--- config.mk ---
export PLATFORM = sky130hd
export DESIGN_NAME = rf_alu_sequencer
export DESIGN_NICKNAME = d
export VERILOG_FILES = /design/src/rtl/rf_seq_pkg.sv /design/src/rtl/rf_alu.sv /design/src/rtl/rf_alu_sequencer.sv
export SDC_FILE = /design/constraint.sdc
export NUM_CORES = 1
export LEC_CHECK = 0
export CAP_MARGIN = 15
export CORE_UTILIZATION = 57
export CTS_CLUSTER_DIAMETER = 30
export CTS_CLUSTER_SIZE = 10
export DETAILED_ROUTE_END_ITERATION = 6
export GPL_TIMING_DRIVEN = 0
export PLACE_DENSITY = 0.86
export SLEW_MARGIN = 20
export SYNTH_ARGS = -nofsm -noshare
export SYNTH_HDL_FRONTEND = slang
export SYNTH_HIERARCHICAL = 1
export SYNTH_SLANG_ARGS = --single-unit
--- constraint.sdc ---
create_clock -name clock -period 6.5 [get_ports clock]
set_input_delay 1.3 -clock clock [delete_from_list [all_inputs] [get_ports clock]]
set_output_delay 1.3 -clock clock [all_outputs]
set_load 0.02 [all_outputs]
--- src/rtl/rf_seq_pkg.sv ---
// Shared definitions for the register-file ALU sequencer: opcodes,
// FSM state type and instruction field positions.
// Optional flag outputs are enabled by defining RF_SEQ_FLAGS_EN.
package rf_seq_pkg;

    localparam int unsigned INSTR_W = 8;

    localparam logic [1:0] OP_ADD = 2'b00;
    localparam logic [1:0] OP_SUB = 2'b01;
    localparam logic [1:0] OP_AND = 2'b10;
    localparam logic [1:0] OP_OR  = 2'b11;

    typedef enum logic [1:0] {
        S_IDLE = 2'b00,
        S_READ = 2'b01,
        S_EXEC = 2'b10,
        S_WB   = 2'b11
    } state_t;

    // Low bit of each instruction field; all fields are 2 bits wide.
    localparam int unsigned OP_LSB  = 6;
    localparam int unsigned RD_LSB  = 4;
    localparam int unsigned RS1_LSB = 2;
    localparam int unsigned RS2_LSB = 0;
    localparam int unsigned FIELD_W = 2;

endpackage

--- src/rtl/rf_alu.sv ---
// Combinational ALU for the sequencer: ADD/SUB/AND/OR on DATA_W operands.
// carry is the ADD carry-out or the SUB borrow (a < b); 0 for logic ops.
module rf_alu
    import rf_seq_pkg::*;
#(
    parameter int unsigned DATA_W = 8
) (
    input  logic [1:0]        op,
    input  logic [DATA_W-1:0] a,
    input  logic [DATA_W-1:0] b,
    output logic [DATA_W-1:0] result,
    output logic              carry
);

    logic [DATA_W:0] wide;

    // Select the operation; arithmetic uses one extra bit for carry/borrow.
    always_comb begin
        wide   = '0;
        result = '0;
        carry  = 1'b0;
        case (op)
            OP_ADD: begin
                wide   = {1'b0, a} + {1'b0, b};
                result = wide[DATA_W-1:0];
                carry  = wide[DATA_W];
            end
            OP_SUB: begin
                wide   = {1'b0, a} - {1'b0, b};
                result = wide[DATA_W-1:0];
                carry  = wide[DATA_W];
            end
            OP_AND: result = a & b;
            default: result = a | b;
        endcase
    end

endmodule

--- src/rtl/rf_alu_sequencer.sv ---
// Control/datapath stage for the 4x8 register file: accepts one
// register-register instruction at a time, reads rs1/rs2, computes the ALU
// result and writes it back to rd (IDLE -> READ -> EXEC -> WB).
// Define RF_SEQ_FLAGS_EN to add the registered flag_zero/flag_carry outputs.
module rf_alu_sequencer
    import rf_seq_pkg::*;
#(
    parameter int unsigned DATA_W = 8,
    parameter int unsigned IDX_W  = 2
) (
    input  logic                clock,
    input  logic                clear,
    input  logic                instr_valid,
    input  logic [7:0]          instr,
    output logic                instr_ready,
    output logic [IDX_W-1:0]    read_index1,
    output logic [IDX_W-1:0]    read_index2,
    input  logic [DATA_W-1:0]   read_data1,
    input  logic [DATA_W-1:0]   read_data2,
    output logic                write,
    output logic [IDX_W-1:0]    write_index,
    output logic [DATA_W-1:0]   write_data,
    output logic                busy,
    output logic                done
`ifdef RF_SEQ_FLAGS_EN
    ,
    output logic                flag_zero,
    output logic                flag_carry
`endif
);

    state_t state, state_next;

    logic [INSTR_W-1:0] instr_q;
    logic [DATA_W-1:0]  op_a;
    logic [DATA_W-1:0]  op_b;
    logic [DATA_W-1:0]  result_q;
    logic [DATA_W-1:0]  alu_result;
    logic [1:0]         opcode;

`ifdef RF_SEQ_FLAGS_EN
    logic alu_carry;
`else
    logic alu_carry_unused;
`endif

    assign opcode      = instr_q[OP_LSB +: FIELD_W];
    assign read_index1 = instr_q[RS1_LSB +: IDX_W];
    assign read_index2 = instr_q[RS2_LSB +: IDX_W];

    rf_alu #(
        .DATA_W (DATA_W)
    ) u_alu (
        .op     (opcode),
        .a      (op_a),
        .b      (op_b),
        .result (alu_result),
`ifdef RF_SEQ_FLAGS_EN
        .carry  (alu_carry)
`else
        .carry  (alu_carry_unused)
`endif
    );

    // State register; clear forces IDLE from any state.
    always_ff @(posedge clock) begin
        if (clear) begin
            state <= S_IDLE;
        end else begin
            state <= state_next;
        end
    end

    // Next-state and handshake/write-port outputs decoded from the state.
    always_comb begin
        state_next  = state;
        instr_ready = 1'b0;
        busy        = 1'b0;
        write       = 1'b0;
        done        = 1'b0;
        write_index = '0;
        write_data  = '0;
        case (state)
            S_IDLE: begin
                instr_ready = 1'b1;
                if (instr_valid) begin
                    state_next = S_READ;
                end
            end
            S_READ: begin
                busy       = 1'b1;
                state_next = S_EXEC;
            end
            S_EXEC: begin
                busy       = 1'b1;
                state_next = S_WB;
            end
            default: begin
                busy        = 1'b1;
                write       = 1'b1;
                done        = 1'b1;
                write_index = instr_q[RD_LSB +: IDX_W];
                write_data  = result_q;
                state_next  = S_IDLE;
            end
        endcase
    end

    // Datapath registers: capture instruction, latch operands, latch result.
    always_ff @(posedge clock) begin
        if (clear) begin
            instr_q    <= '0;
            op_a       <= '0;
            op_b       <= '0;
            result_q   <= '0;
`ifdef RF_SEQ_FLAGS_EN
            flag_zero  <= 1'b0;
            flag_carry <= 1'b0;
`endif
        end else begin
            case (state)
                S_IDLE: begin
                    if (instr_valid) begin
                        instr_q <= instr;
                    end
                end
                S_READ: begin
                    op_a <= read_data1;
                    op_b <= read_data2;
                end
                S_EXEC: begin
                    result_q   <= alu_result;
`ifdef RF_SEQ_FLAGS_EN
                    flag_zero  <= (alu_result == '0);
                    flag_carry <= alu_carry;
`endif
                end
                default: ;
            endcase
        end
    end

endmodule

[Yosys cells after proc, flatten, opt, wreduce, memory -nomap -nowiden]
Cells that the tools add are included.
Word-level totals
  input port bits: 27
  output and inout bits: 18
  word-level logic and storage cells: 26
  bits in registers: 34
Cells by class
  mux-type cells: 8
  eq/ne operators: 5
  reductions and logical operators: 4
  bitwise gates (word level): 2
  add/subtract/negate cells: 2
Operators by type and width (count)
  case mux 8 bit (3 select lines): 1
  adder 8 bit: 1
  bitwise AND 8 bit: 1
  two-way mux 8 bit: 1
  bitwise OR 8 bit: 1
  subtractor 8 bit: 1
  case mux 2 bit (3 select lines): 1
  == test 2 x 1 -> 1 bit, second input constant: 2
  == test 2 bit, second input constant: 2
  logical NOT 2 bit: 2
  two-way mux 2 bit: 2
  two-way mux 1 bit: 3
  OR reduction 3 bit: 1
  != test 2 bit, second input constant: 1
  AND reduction 2 bit: 1

[Depth between registers and ports, before layout]
Gate-level depths: netlist (run 1).
  depth in word-level cells: 3
  depth in mapped cells: 10
  gate-level depth less buffers: 10

[Cells and area by module]
Netlist (run 1), hierarchy kept.
By module, submodules not included
  rf_alu_sequencer: cells an instance 148, times used 1, area an instance 1487.7 um2, sequential area each 680.7 um2
  rf_alu: cells an instance 136, times used 1, area an instance 1041.0 um2, sequential area each 0.0 um2

[Worst setup path before layout (run 1)]
Ideal clock, no wire load.
  path type: flip-flop to output port
  start: register state[0]
  end: output busy
  arrival: 0.978 ns
  required time: 5.200 ns
  path buffers: 1
  cell stages (with the launch flop): 5
  path slack: 4.222 ns
  cell sequence: dfxtp_1 -> inv_1 -> ha_1 -> buf_2 -> inv_1
Between the ends
  word-level cells in the longest chain between the ends: 2
Ends and longest elaborated chain
  start, declared: RTL line rf_alu_sequencer.sv:32  | state_t state, state_next;
  start signal, assigned: RTL line rf_alu_sequencer.sv:70  | state <= state_next;
  logical NOT 2 bit: RTL line rf_alu_sequencer.sv:83  | case (state)
  two-way mux 1 bit: RTL line rf_alu_sequencer.sv:83
  end, declared: RTL line rf_alu_sequencer.sv:23  | output logic busy,
Every way passes these cells.

[Worst setup path after layout (run 1)]
  start: register state[1]
  end: output busy
The elaborated chain is that of the path after synthesis.

==> out/results.tsv, run 1 <==
metric	value	unit
yosysWarningCount	6	
min_path_type	register to register	
setup.worst_path.class	register to output pin	
htree_levels	2	
dr_wl_met2	2380	µm
root_buffer	clkbuf_8	
synthCells	274	
cts_made_buffers	5	
cts.sinks	34	
first_iter_violations	78	
wl_met3	154	µm
grt_use_total	24.6	%
top_layer_used	met4	
period_share	49.1	%
num_rows	23	
final_hold_viol_count	0	
area_delta_synth_final	23.4	%
core_region_area	0.00406	mm²
worst_setup_path_end_kind	output pin	
clk_latency	0.29	ns
dp_cells	366	
max-slew-margin-rel	65.8	%
antenna_found_initial	0	
ir_drop	226	µV
pwr_density_cell	344	mW/mm²
io_pins	45	
start_kind	register	
die_area	0.00458	mm²
post_cts_buffers	0	
fmax	314	MHz
post-place-ws	3.62	ns
wl_met1	2320	µm
grt_pass1_wl	8390	µm
fin_crit	3.19	ns
routed_via_density	5.25	
finalWorstSetupSlack	3.31	ns
drtAntennaViolNets	0	
post_drt_wl_per_cell	13.2	µm
cap_violations	0	
cp.arrival	1.89	ns
clk_pin_slew_worst_paths	0.07	ns
required	5.20	ns
outcome	complete, no violations	
drv_slew	0	
fin_cells	374	
cts.hold.buffers_added	0	
cts_tree	built	
crit_path_max_fanout	10	
die_w	67.7	µm
avgSynthCellArea	8.97	µm²
syn_area	0.00246	mm²
worstMarginPinSlew	0.513	ns
vias	1965	
routed_wl	4920	µm
p_leak	1.30	nW
clock_path_buffers	2	
final_common_cell	clkdlybuf4s50_1	
num-nets-final	382	
rsz0062_at_grt	false	
port_buffers	42	
grt_start_max_net_pins	11	
final_cell_mix	clkdlybuf4s50_1, nor2_1, dfxtp_1	
fin_skew	0.00879	ns
num_antenna_cells	0	
num-fill-cells	328	
syn-num-nets	333	
die_h	67.7	µm
grt_pass1_vias	1854	
drc	0	
first_pass_iters	4	
place_hpwl	3860	µm
tns	0	ns
post_cts_resized	0	
setup-violations-final	0	
place.gp.congestion	0.857	
start_util	60.6	%
grt_overflow	0	
drive_gt1_share	12.7	%
sequential cells by signal (all words and copies together), names as in the netlist:
name,cells
instr_q,8
state,2
op_b,8
op_a,8
result_q,8
through the flow:
stage	hold WS (ns)	utilization, %	cell area [µm²]	total power [mW]
2_1_floorplan	0.452	-	2460	0.739
3_5_place_dp	0.481	72.5	2940	0.887
4_1_cts	0.498	74.7	3030	1.05
3_3_place_gp	0.463	72.5	2940	0.864
5_1_grt	0.525	74.7	3030	1.13
6_report	0.491	74.7	3030	1.04
metal layers:
metal | GRT usage, % | up-vias
li1 | - | 1018
met1 | 30.9 | 905
met2 | 41.3 | 36
met3 | 5.07 | 6
met4 | 7.98 | 0
met5 | 0 | -
cell type report:
class / count / area [µm²] / share of cell area, %
tap: 50 / 62.6 / 2.06
multi-input combinational: 191 / 1500 / 49.5
clock buffer: 7 / 86.3 / 2.85
buffer: 22 / 175 / 5.78
clock inverter: 1 / 5.00 / 0.165
sequential: 34 / 681 / 22.4
timing repair buffer: 42 / 420 / 13.9
inverter: 27 / 101 / 3.34
where the power goes:
group,switching [mW],internal (mW),total [mW]
clock,0.0760,0.0854,0.161
combinational,0.306,0.280,0.586
sequential,0.0402,0.256,0.296
total,0.422,0.621,1.04
final timing paths:
kind                                                from                        to  slack, ns  cells after the start
worst max register to register      op_a[1]$_SDFFE_PP0N_  result_q[5]$_SDFFE_PP0N_       4.22                      9
worst max-delay path               state[1]$_SDFFE_PP0P_                      busy       3.31                      5
worst min register to register  result_q[5]$_SDFFE_PP0N_  result_q[5]$_SDFFE_PP0N_       0.49                      2
worst min-delay path            result_q[5]$_SDFFE_PP0N_  result_q[5]$_SDFFE_PP0N_       0.49                      2
worst max-delay path, cell delays in order (launching register included):
cell and delay (ns):
dfxtp_1 0.41, inv_1 0.11, ha_1 0.22, buf_2 0.19, inv_1 0.06, clkdlybuf4s50_1 0.59
No activity file was read; power rests on OpenSTA's default activity.
==> run 2: changes to the inputs <==
CORE_UTILIZATION = 48   (was 57)
PLACE_DENSITY = 0.77   (was 0.86)
clock period = 2.6 ns   (was 6.5 ns; I/O delays follow)
==> out/results.tsv, run 2 (same netlist as run 1, synthesis figures left out) <==
metric	value	unit
area_delta_synth_final	24.2	%
cts_made_buffers	5	
grt_overflow	0	
routed_wl	5030	µm
die_w	73.6	µm
pwr-share-comb	56.2	%
post_cts_resized	0	
pwr-share-clk	15.5	%
whs	0.487	ns
cts.sinks	34	
worst_setup_path_end_kind	output pin	
fin_area	0.00305	mm²
final_cell_mix	clkdlybuf4s50_1, nor2_1, dfxtp_1	
antenna_found_initial	0	
num-nets-final	382	
cap_violations	0	
port_buffers	42	
wl_met3	139	µm
top_layer_used	met4	
crit_path_max_fanout	10	
post_drt_wl_per_cell	12.9	µm
core_region_area	0.00482	mm²
place.gp.congestion	0.849	
grt_pass1_wl	8400	µm
post-place-ws	0.306	ns
multiInputGateArea	0.00150	mm²
cp_top_family	buffers and inverters	
grt_pass1_vias	1785	
clock_path_buffers	2	
max-slew-margin-rel	66.1	%
seqCellArea	681	µm²
clk_pin_slew_worst_paths	0.08	ns
fin_skew	0.0128	ns
rsz0062_at_grt	false	
post_cts_buffers	0	
final_common_cell	clkdlybuf4s50_1	
finalPower	2.62	mW
drv_slew	0	
die_area	0.00541	mm²
fmax	409	MHz
routed_via_density	5.02	
switching_share	40.7	%
io_pins	45	
start_kind	register	
vias	1964	
cp_cell_sequence	inv_1, ha_1, buf_2, inv_1, clkdlybuf4s50_1	
wl_met1	2540	µm
cpMostUsedCell	inv_1	
fin_crit	2.44	ns
drc	0	
cpPeakStageDelay	0.60	ns
place_hpwl	3940	µm
drtAntennaViolNets	0	
tns	0	ns
root_buffer	clkbuf_8	
required	2.08	ns
dr_wl_met2	2280	µm
die_h	73.6	µm
p_switching	1.07	mW
start_util	51.0	%
grt_start_max_net_pins	11	
first_iter_violations	75	
htree_levels	2	
ir_drop	499	µV
p_leak	1.30	nW
cts_tree	built	
num-fill-cells	451	
final_hold_viol_count	0	
first_pass_iters	4	
seq_power_share	28.3	%
cts.hold.buffers_added	0	
cp_slowest_cell	clkdlybuf4s50_1	
p_int	1.55	mW
num_antenna_cells	0	
clk_latency	0.29	ns
pwr_density_cell	858	mW/mm²
worstMarginPinSlew	0.509	ns
outcome	complete, no violations	
setup.worst_path.class	register to output pin	
min_path_type	register to register	
setup-violations-final	0	
period_share	94.0	%
placed_area	0.00296	mm²
finalWorstSetupSlack	0.156	ns
cp.arrival	1.92	ns
grt_use_total	20.3	%
crit_buf_inv	4	
drive_gt1_share	12.7	%
num_rows	25	
[run 2: cell counts in the layout (fill, tap and decap cells not counted)]
No cell type changed its count.
[run 2: final timing paths]
kind                       startpoint                  endpoint  slack, ns  cells past startpoint
min reg2reg  result_q[3]$_SDFFE_PP0N_  result_q[3]$_SDFFE_PP0N_       0.49                      2
max             state[0]$_SDFFE_PP0P_                      busy       0.16                      5
min          result_q[3]$_SDFFE_PP0N_  result_q[3]$_SDFFE_PP0N_       0.49                      2
max reg2reg      op_b[0]$_SDFFE_PP0N_  result_q[6]$_SDFFE_PP0N_       0.32                      9
[run 2: layout make-up]
class / instances / share of cell area (%)
Clock inverter: 1 / 0.164
Sequential cell: 34 / 22.3
Multi-Input combinational cell: 191 / 49.2
Inverter: 27 / 3.32
Timing Repair Buffer: 42 / 13.8
Clock buffer: 7 / 2.83
Tap cell: 67 / 2.74
Buffer: 22 / 5.74
[run 2: worst reg2reg max path: cells and delay by family, from the launching register on]
kind / cells / cell delay (ns)
compound gates: 3 / 0.66
fa+ha+maj: 2 / 0.65
mux: 2 / 0.40
flops: 1 / 0.34
xor+xnor: 1 / 0.09
simple gates: 1 / 0.05
[run 2: power by group through the flow]
stage                     registers, mW  clock network (mW)  logic, mW
after floorplan                   0.725                   0       1.12
after global placement            0.746                   0       1.44
after detailed placement          0.755                   0       1.48
after CTS                         0.743               0.420       1.48
after global routing              0.761               0.439       1.64
final                             0.741               0.406       1.47
[run 2: routing by layer]
metal | track usage, % | up-vias
met5 | 0 | -
li1 | - | 1020
met1 | 28.7 | 903
met2 | 31.7 | 35
met4 | 6.41 | 0
met3 | 3.29 | 6
[run 2: stage by stage]
step | utilization (%) | cells
6_report | 63.4 | 391
5_1_grt | 63.4 | 391
4_1_cts | 63.4 | 391
3_5_place_dp | 61.5 | 383
3_3_place_gp | 61.5 | 383
2_1_floorplan | - | 274
